### src/rtl/miriscv_uart_tx.sv
// miriscv_uart_tx: memory-mapped UART transmitter that responds on the miriscv data bus.
// It decodes a 4-word register window (TXDATA, STATUS, BAUDDIV, CTRL), queues bytes
// in a small FIFO and serialises them LSB first on tx_o with one start and one stop bit.
// Optional feature macro: MIRISCV_UART_PARITY_EN adds an even-parity bit after the data
// bits, giving 11-bit frames. Without it, frames are 10 bits.
module miriscv_uart_tx #(
    parameter int          FIFO_DEPTH  = 8,
    parameter logic [15:0] DEFAULT_DIV = 16'd867
) (
    input  logic        clk_i,
    input  logic        rst_i,
    input  logic        data_req_i,
    input  logic        data_we_i,
    input  logic [3:0]  data_be_i,
    input  logic [31:0] data_addr_i,
    input  logic [31:0] data_wdata_i,
    output logic [31:0] data_rdata_o,
    output logic        data_rvalid_o,
    output logic        tx_o,
    output logic        irq_o
);

    localparam int AW = $clog2(FIFO_DEPTH);
    localparam int CW = AW + 1;

    typedef enum logic [2:0] {
        S_IDLE,
        S_START,
        S_DATA,
        S_PARITY,
        S_STOP
    } state_t;

    // Bus-side registers
    logic [31:0]   r_rdata;
    logic          r_rvalid;
    logic [15:0]   r_baud_div;
    logic          r_en;
    logic          r_ovf;

    // FIFO storage and pointers
    logic [7:0]    r_fifo_mem [FIFO_DEPTH];
    logic [AW-1:0] r_wr_ptr;
    logic [AW-1:0] r_rd_ptr;
    logic [CW-1:0] r_count;

    // Serialiser state
    state_t        r_state;
    logic [15:0]   r_baud_cnt;
    logic [2:0]    r_bit_idx;
    logic [7:0]    r_shift;
    logic          r_tx;
`ifdef MIRISCV_UART_PARITY_EN
    logic          r_parity;
`endif

    logic [1:0]    w_addr;
    logic          w_wr;
    logic          w_rd;
    logic          w_empty;
    logic          w_full;
    logic          w_busy;
    logic          w_push_req;
    logic          w_push;
    logic          w_ovf_set;
    logic          w_ovf_clr;
    logic          w_bit_end;
    logic          w_pop;
    logic [31:0]   w_rd_mux;
    logic          w_unused_bits;

    assign w_addr     = data_addr_i[3:2];
    assign w_wr       = data_req_i & data_we_i;
    assign w_rd       = data_req_i & ~data_we_i;
    assign w_empty    = (r_count == '0);
    assign w_full     = (r_count == CW'(FIFO_DEPTH));
    assign w_busy     = (r_state != S_IDLE);
    // Full is judged on the pre-pop count, so a write while full is always dropped
    assign w_push_req = w_wr & (w_addr == 2'd0) & data_be_i[0];
    assign w_push     = w_push_req & ~w_full;
    assign w_ovf_set  = w_push_req & w_full;
    assign w_ovf_clr  = w_wr & (w_addr == 2'd1) & data_be_i[0] & data_wdata_i[3];
    assign w_bit_end  = (r_baud_cnt == 16'd0);
    // A new frame is fetched from idle, or straight out of the stop bit for back-to-back frames
    assign w_pop      = ((r_state == S_IDLE) | ((r_state == S_STOP) & w_bit_end))
                        & r_en & ~w_empty;

    assign w_unused_bits = ^{data_addr_i[31:4], data_addr_i[1:0], data_wdata_i[31:16]};

    assign data_rdata_o  = r_rdata;
    assign data_rvalid_o = r_rvalid;
    assign tx_o          = r_tx;
    assign irq_o         = w_empty & ~w_busy & r_en;

    // Read data multiplexer over the register window
    always_comb begin
        w_rd_mux = 32'd0;
        case (w_addr)
            2'd1:    w_rd_mux = {28'd0, r_ovf, w_busy, w_full, w_empty};
            2'd2:    w_rd_mux = {16'd0, r_baud_div};
            2'd3:    w_rd_mux = {31'd0, r_en};
            default: w_rd_mux = 32'd0;
        endcase
    end

    // Bus response: every request answered one cycle later, read data zero for writes
    always_ff @(posedge clk_i) begin
        if (rst_i) begin
            r_rvalid <= 1'b0;
            r_rdata  <= 32'd0;
        end else begin
            r_rvalid <= data_req_i;
            r_rdata  <= w_rd ? w_rd_mux : 32'd0;
        end
    end

    // Configuration registers and sticky overflow flag
    always_ff @(posedge clk_i) begin
        if (rst_i) begin
            r_baud_div <= DEFAULT_DIV;
            r_en       <= 1'b0;
            r_ovf      <= 1'b0;
        end else begin
            if (w_ovf_set) begin
                r_ovf <= 1'b1;
            end else if (w_ovf_clr) begin
                r_ovf <= 1'b0;
            end
            if (w_wr && (w_addr == 2'd2)) begin
                for (int i = 0; i < 2; i++) begin
                    if (data_be_i[i]) begin
                        r_baud_div[i*8 +: 8] <= data_wdata_i[i*8 +: 8];
                    end
                end
            end
            if (w_wr && (w_addr == 2'd3) && data_be_i[0]) begin
                r_en <= data_wdata_i[0];
            end
        end
    end

    // FIFO storage write port (contents need no reset)
    always_ff @(posedge clk_i) begin
        if (w_push) begin
            r_fifo_mem[r_wr_ptr] <= data_wdata_i[7:0];
        end
    end

    // FIFO pointers and occupancy; simultaneous push and pop leave the count unchanged
    always_ff @(posedge clk_i) begin
        if (rst_i) begin
            r_wr_ptr <= '0;
            r_rd_ptr <= '0;
            r_count  <= '0;
        end else begin
            if (w_push) begin
                r_wr_ptr <= r_wr_ptr + 1'b1;
            end
            if (w_pop) begin
                r_rd_ptr <= r_rd_ptr + 1'b1;
            end
            r_count <= r_count + CW'(w_push) - CW'(w_pop);
        end
    end

    // Frame serialiser; the baud counter reloads from BAUDDIV at every bit start
    always_ff @(posedge clk_i) begin
        if (rst_i) begin
            r_state    <= S_IDLE;
            r_baud_cnt <= 16'd0;
            r_bit_idx  <= 3'd0;
            r_shift    <= 8'd0;
            r_tx       <= 1'b1;
`ifdef MIRISCV_UART_PARITY_EN
            r_parity   <= 1'b0;
`endif
        end else begin
            if (w_pop) begin
                r_state    <= S_START;
                r_baud_cnt <= r_baud_div;
                r_shift    <= r_fifo_mem[r_rd_ptr];
                r_tx       <= 1'b0;
`ifdef MIRISCV_UART_PARITY_EN
                r_parity   <= ^r_fifo_mem[r_rd_ptr];
`endif
            end else begin
                case (r_state)
                    S_IDLE: begin
                        r_tx <= 1'b1;
                    end
                    S_START: begin
                        if (w_bit_end) begin
                            r_state    <= S_DATA;
                            r_baud_cnt <= r_baud_div;
                            r_bit_idx  <= 3'd0;
                            r_tx       <= r_shift[0];
                            r_shift    <= {1'b0, r_shift[7:1]};
                        end else begin
                            r_baud_cnt <= r_baud_cnt - 16'd1;
                        end
                    end
                    S_DATA: begin
                        if (w_bit_end) begin
                            r_baud_cnt <= r_baud_div;
                            if (r_bit_idx == 3'd7) begin
`ifdef MIRISCV_UART_PARITY_EN
                                r_state <= S_PARITY;
                                r_tx    <= r_parity;
`else
                                r_state <= S_STOP;
                                r_tx    <= 1'b1;
`endif
                            end else begin
                                r_bit_idx <= r_bit_idx + 3'd1;
                                r_tx      <= r_shift[0];
                                r_shift   <= {1'b0, r_shift[7:1]};
                            end
                        end else begin
                            r_baud_cnt <= r_baud_cnt - 16'd1;
                        end
                    end
                    S_PARITY: begin
                        if (w_bit_end) begin
                            r_state    <= S_STOP;
                            r_baud_cnt <= r_baud_div;
                            r_tx       <= 1'b1;
                        end else begin
                            r_baud_cnt <= r_baud_cnt - 16'd1;
                        end
                    end
                    S_STOP: begin
                        // Reaching here at bit end means no frame was fetched: go idle
                        if (w_bit_end) begin
                            r_state <= S_IDLE;
                            r_tx    <= 1'b1;
                        end else begin
                            r_baud_cnt <= r_baud_cnt - 16'd1;
                        end
                    end
                    default: begin
                        r_state <= S_IDLE;
                        r_tx    <= 1'b1;
                    end
                endcase
            end
        end
    end

endmodule

### config.mk
export PLATFORM = sky130hd
export DESIGN_NAME = miriscv_uart_tx
export DESIGN_NICKNAME = d
export VERILOG_FILES = /design/src/rtl/miriscv_uart_tx.sv
export SDC_FILE = /design/constraint.sdc
export NUM_CORES = 1
export LEC_CHECK = 0
export ABC_CLOCK_PERIOD_IN_PS = 4500
export CAP_MARGIN = 30
export CORE_MARGIN = 1.5
export CORE_UTILIZATION = 30
export DETAILED_ROUTE_END_ITERATION = 7
export PLACE_DENSITY = 0.58
export SYNTH_ARGS = -nofsm -noshare
export SYNTH_HDL_FRONTEND = slang
export SYNTH_SLANG_ARGS = --single-unit
### constraint.sdc
create_clock -name clk_i -period 4.5 [get_ports clk_i]
set_clock_uncertainty 0.2 [all_clocks]
set_input_delay 0.675 -clock clk_i [delete_from_list [all_inputs] [get_ports clk_i]]
set_output_delay 0.675 -clock clk_i [all_outputs]
set_load 0.02 [all_outputs]
After elaboration in Yosys (flattened, before gate mapping)
Memories as Yosys holds them, arrays and structs flattened. A register that Yosys moved wholly into a read port is not among the register bits.
Cells that the tools add are included.
{ "word_totals": {"register_bits": 92, "mem_bits_rw": 64, "in_bits": 72, "out_inout_bits": 35, "n_memories": 1} }
{ "classes": {"addsub": 6, "eq_ne": 24, "muxes": 32, "n_bitwise": 22, "reduce_logical": 24} }
{ "memory_table": {"columns": ["name", "depth", "word_bits", "read_ports", "rd_ports_with_merged_regs", "write_ports", "line_no", "text"], "rows": [
  ["r_fifo_mem", 8, 8, 1, 1, 1, "42", "logic [7:0] r_fifo_mem [FIFO_DEPTH];"]
]} }
{ "ops": {"columns": ["cell", "count"], "rows": [
  ["2-to-1 mux 16 bit", 3],
  ["one-hot mux 16 bit (3 select lines)", 1],
  ["2-to-1 mux 8 bit", 4],
  ["one-hot mux 16 bit (2 select lines)", 1],
  ["2-to-1 mux 3 bit", 9],
  ["inequality test 3 bit (second input constant)", 7],
  ["logical NOT 16 bit", 1],
  ["one-hot mux 8 bit (2 select lines)", 1],
  ["subtractor 16 x 1 -> 16 bit (second input constant)", 1],
  ["one-hot mux 3 bit (5 select lines)", 1],
  ["bitwise AND 1 bit", 14],
  ["inequality test 2 bit (second input constant)", 7],
  ["AND reduction 6 bit", 2],
  ["2-to-1 mux 1 bit", 10],
  ["adder 3 x 1 -> 3 bit (second input constant)", 3],
  ["nonzero test 3 bit", 3],
  ["inverter 1 bit", 7],
  ["== test 3 x 2 -> 1 bit (second input constant)", 2],
  ["== test 3 bit (second input constant)", 2],
  ["one-hot mux 3 bit (2 select lines)", 1],
  ["AND reduction 2 bit", 3],
  ["OR reduction 2 bit", 3],
  ["AND reduction 5 bit", 1],
  ["adder 4 x 1 -> 4 bit", 1],
  ["16 further kinds", 20]
]} }

Logic depth before layout (Yosys ltp)
{ "logic_depth": {"depth_word": 7, "depth_mapped": 14, "ltp_nobuf": 13} }

Least setup slack after synthesis
No wires, ideal clock.
{ "synth_timing": {"path_kind": "input to register", "start": "input data_be_i[0]", "end": "memory r_fifo_mem[4][0], enable pin", "t_arrival_ns": 2.116, "t_required_ns": 3.917, "path_slack_ns": 1.800, "cell_stages": 4, "n_path_buf": 0, "cell_sequence": "nand3_1 nor4_2 nand2_1 nor3_1"} }
{ "synth_between": {"elab_chain_len": 4} }
{ "synth_rtl": {"columns": ["element", "line_no", "text"], "rows": [
  ["start, declared", "14", "input logic [3:0] data_be_i,"],
  ["bitwise AND 1 bit", "79", "assign w_push_req = w_wr & (w_addr == 2'd0) & data_be_i[0];"],
  ["bitwise AND 1 bit", "80", "assign w_push = w_push_req & ~w_full;"],
  ["2-to-1 mux 1 bit", "144", "if (w_push) begin"],
  ["2-to-1 mux 1 bit (implied by the code)", "145", "r_fifo_mem[r_wr_ptr] <= data_wdata_i[7:0];"],
  ["end, declared", "42", null]
]} }
No other way between the ends.

Worst setup path in the final report
{ "layout_timing": {"start": "register r_count[2]", "end": "output irq_o"} }
{ "layout_between": {"elab_chain_len": 3} }
{ "layout_rtl": {"columns": ["element", "line_no", "text"], "rows": [
  ["start, declared", "45", "logic [CW-1:0] r_count;"],
  ["start signal, assigned", "162", "r_count <= r_count + CW'(w_push) - CW'(w_pop);"],
  ["logical NOT 4 bit", "75", "assign w_empty = (r_count == '0);"],
  ["bitwise AND 1 bit (2 in a row)", "93", "assign irq_o = w_empty & ~w_busy & r_en;"],
  ["end, declared", "20", "output logic irq_o"]
]} }
No other way between the ends.

==> results.md <==
Yosys:
- The share of flip-flops with an asynchronous set or reset after synthesis is 0%.
- The netlist uses just over 60 different library cells.
- The part of the Yosys area used for sequential elements is a little under three fifths.
- Dividing the synthesized area by the synthesized cell count gives between 10 and 15 µm².
- Synthesis inferred roughly 140 register bits.
- The number of instances in the synthesized netlist is ~530.
- Counting flops with a built-in enable in the synthesized netlist gives between 60 and 70.
- The netlist area before placement is approximately 0.0062 mm².
- Among all flip-flop cells after synthesis, the most frequent one is dfxtp_1.
- The total number of yosys warnings is 0.

Detailed routing:
- In the final routed layout, each cell accounts on average for roughly 16 µm.
- The routed via count divided by cell count is a little under 5.
- The DRC violations left is 0.
- Summed over all layers, the routed wires come to around 14 mm.
- The DRC violation total after the first TritonRoute iteration is approximately 380.
- Detailed routing inserted a total of around 4.3k vias.
- In this run the remaining antenna-violating nets after routing total 0.
- The first-pass iteration count of the detailed router is 5.

Power:
- The post-layout total power is 2.980 mW.
- VDD sags by at most ~0.25 mV.
- The power density over the cells is between 300 and 400 mW/mm².
- The static power due to leakage is ~2.6 nW.

Clock network:
- Clock-pin slew was measured on the worst setup and hold paths at 0.06 ns.
- TritonCTS built the clock tree.
- The setup fix buffers added after clock tree synthesis is 0.
- In this run, post-CTS repair resized a total of 0 instances.
- Clock latency on the worst-skew pair, taken at its later pin, is 0.42 ns.
- The number of clock buffers inserted by TritonCTS is 17.
- The H-tree was split into 4 levels.
- The hold buffer count at CTS is 0.
- The maximum clock path buffer count is 2.
- The clock drives 143 sinks.
- The buffer type at the clock tree root is clkbuf_16.

Placed design:
- The placed instance count is about 830.
- At the end of routability-driven placement, the weighted congestion stood at 0.8631.
- The wire-length estimate of the detail-placed layout is about 9.5 mm.
- The number of I/O port buffers is 42.

STA:
- The max-slew violation count was 0.
- For the pin with the worst max-slew slack, the measured transition is approximately 0.85 ns.
- After layout, the worst path uses ~74% of the clock period.
- In this run the tightest slew margin relative to its limit is between 40% and 50%.
- The count of endpoints failing setup in the final report is 0.
- The worst-case hold slack is between 0.2 and 0.3 ns.
- Derived from the worst setup path, the maximum achievable clock frequency is slightly above 300 MHz.
- For the final routed database, the setup TNS stands at 0 ns.
- The number of endpoints with negative hold slack in the final report is 0.
- Setup repair after global routing left no endpoint under its margin.
- The clock period could shrink to approximately 3.3 ns.

Hold path:
- The worst hold path begins at r_shift[2].
- The endpoint with the worst hold slack is r_shift[2].
- The tightest min-delay check is of the register to register type.
- The count of cells along the worst hold path is 2.

Final layout:
- Measured on the finished design, the core utilization comes to a little under two fifths.
- After the flow finishes, the layout carries non-filler instances totaling between 800 and 900.
- The post-synthesis to final-layout area growth is 20.92%.
- The share of final-layout standard cells stronger than drive strength 1 is between 10% and 20%.
- The final layout contains 660 nets.
- The antenna diode count is 0.
- In the final layout, the multi-input gates occupy around 0.0025 mm².
- The sequential cell area is approximately 0.0035 mm².
- The number of filler instances in the final layout is just under 2k.

Die:
- The starting utilization of the core area is about 31%.
- The number of primary I/O pins is around 110.
- The floorplan has 52 rows.
- The die outline area is 0.02166 mm².
- The core box area is ~0.020 mm².
- The height of the die is 147.2 µm.
- The horizontal die dimension is around 150 µm.

Flow run:
- Max-cap violations in this run came to 0.

Critical path:
- Of all nets on the critical path, the largest fanout is 3.
- In this run the register-to-register setup slack is around 1.4 ns.
- STA puts the critical path data required time at roughly 3.6 ns.
- The type of element launching the critical path is a register.
- The critical path in this run is classified as register to output pin.
- For the worst setup path, the data arrival time is approximately 2.4 ns.
- The path depth of the worst reg2reg path is 8.
- The startpoint of the lowest-slack register-to-register path is r_baud_cnt[0].
- The reg-to-reg critical path endpoint is r_baud_cnt[1].
- STA classifies the critical path endpoint as an output pin.

Global routing:
- The number of antenna violations at the first check in global routing was 0.
- The pin count of the biggest net entering global routing is 55.
- The number of global-route vias before repair is around 4.3k.
- The global-route usage over all layers is a little over an eighth.
- The first-pass GRT wire length is about 22 mm.
- The total congestion overflow is 0.

Outcome:
- The run finished with clean final reports.
## cell type report
cell class | instances | share of cell area [%]
Multi-Input combinational cell | 346 | 33.39
Clock buffer | 22 | 6.437
Tap cell | 270 | 4.479
Timing Repair Buffer | 53 | 6.835
Inverter | 15 | 0.7465
Sequential cell | 143 | 46.45
Clock inverter | 10 | 1.659
## synth_stat cells (3+ instances only)
cell type | count | area [µm²]
dfxtp_1 | 79 | 1582
edfxtp_1 | 64 | 1922
nor2_1 | 50 | 187.7
nand2_1 | 40 | 150.1
a21oi_1 | 31 | 155.2
mux2i_1 | 21 | 210.2
buf_4 | 18 | 135.1
mux4_2 | 16 | 360.4
a22oi_1 | 15 | 112.6
inv_1 | 15 | 56.30
and2_1 | 14 | 87.58
clkbuf_1 | 14 | 52.55
nand3_1 | 12 | 60.06
ha_1 | 11 | 137.6
mux2_2 | 9 | 101.4
nand4_1 | 9 | 56.30
nor3_1 | 9 | 45.04
nand2b_1 | 6 | 37.54
nor2b_1 | 6 | 37.54
nor3b_1 | 6 | 45.04
nor4_1 | 5 | 31.28
o21ai_1 | 5 | 25.02
buf_2 | 4 | 20.02
o21ai_0 | 4 | 20.02
o32ai_1 | 4 | 35.03
a32o_1 | 3 | 30.03
mux2_1 | 3 | 33.78
o211ai_1 | 3 | 22.52
o31ai_1 | 3 | 22.52
xnor2_1 | 3 | 26.28
xor2_1 | 3 | 26.28
## sequential cells by signal, summed over array words and instances (netlist names), named ones only
name / flops
r_fifo_mem: 64
data_rdata_o: 16
r_baud_cnt: 16
r_baud_div: 16
r_shift: 8
r_count: 4
r_bit_idx: 3
r_rd_ptr: 3
r_state: 3
r_wr_ptr: 3
data_rvalid_o: 1
r_en: 1
r_ovf: 1
tx_o: 1
## stage by stage
step	area, µm²	worst slack, ns
2_1_floorplan	6294	1.800
3_3_place_gp	6899	1.264
3_5_place_dp	6932	1.271
4_1_cts	7542	1.162
5_1_grt	7542	1.010
6_report	7542	1.184
## worst max path at each step
stage | cells after the start | endpoint | start | slack (ns)
floorplan | 4 | r_fifo_mem[4][0] | data_be_i[0] | 1.80
global placement | 6 | r_fifo_mem[7][0] | data_be_i[0] | 1.26
detailed placement | 6 | r_fifo_mem[5][1] | data_be_i[0] | 1.27
CTS | 5 | irq_o | r_count[2] | 1.16
global route | 5 | irq_o | r_count[2] | 1.01
finish | 5 | irq_o | r_count[2] | 1.18
## layer usage
metal  global-route usage (%)  share of wire, %
met1                    17.27                45
met2                    21.53                48
met3                    2.981               4.6
met4                    5.900               2.4
met5                        0                 0
## logic make-up after synthesis
family	after synthesis	share of synthesized area (%)
compound gates	86	9.489
buf+inv	53	4.353
fa+ha+maj	12	2.528
flops	143	56.17
xor+xnor	6	0.8427
simple gates	177	15.25
other cells	1	0.06012
mux	49	11.31
## power breakdown
part	switching [mW]	internal [mW]	total, mW
Clock	0.545	0.885	1.43
Combinational	0.118	0.0641	0.182
Sequential	0.00604	1.36	1.37
## cells in the final DEF (no fill, tap or decap), types with 3 or more instances in the layout
| master | Yosys | final |
|---|---|---|
| nor2b_1 | 6 | 6 |
| nand3_1 | 12 | 12 |
| nor3_1 | 9 | 9 |
| clkinvlp_4 | 0 | 4 |
| a32o_1 | 3 | 3 |
| o211ai_1 | 3 | 3 |
| nand4_1 | 9 | 9 |
| edfxtp_1 | 64 | 64 |
| xor2_1 | 3 | 3 |
| o21ai_1 | 5 | 5 |
| nor2_1 | 50 | 50 |
| o32ai_1 | 4 | 4 |
| inv_6 | 0 | 3 |
| nor3b_1 | 6 | 6 |
| a21oi_1 | 31 | 31 |
| buf_4 | 18 | 9 |
| and2_1 | 14 | 14 |
| nand2_1 | 40 | 40 |
| mux2i_1 | 21 | 21 |
| nand2b_1 | 6 | 6 |
| o31ai_1 | 3 | 3 |
| xnor2_1 | 3 | 3 |
| dfxtp_1 | 79 | 79 |
| conb_1 | 1 | 16 |
| a22oi_1 | 15 | 15 |
| inv_1 | 15 | 15 |
| o21ai_0 | 4 | 4 |
| clkdlybuf4s50_1 | 0 | 41 |
| clkbuf_16 | 0 | 18 |
| ha_1 | 11 | 11 |
| nor4_1 | 5 | 5 |
| mux4_2 | 16 | 16 |
| mux2_1 | 3 | 3 |
| mux2_2 | 9 | 9 |
## critical path, stage by stage, from the launching register on
cell	delay, ns
dfxtp_1	0.29
inv_1	0.09
ha_1	0.18
or3b_1	0.42
nor3_1	0.35
clkdlybuf4s50_1	0.69
(Power assumes the default switching activity.)
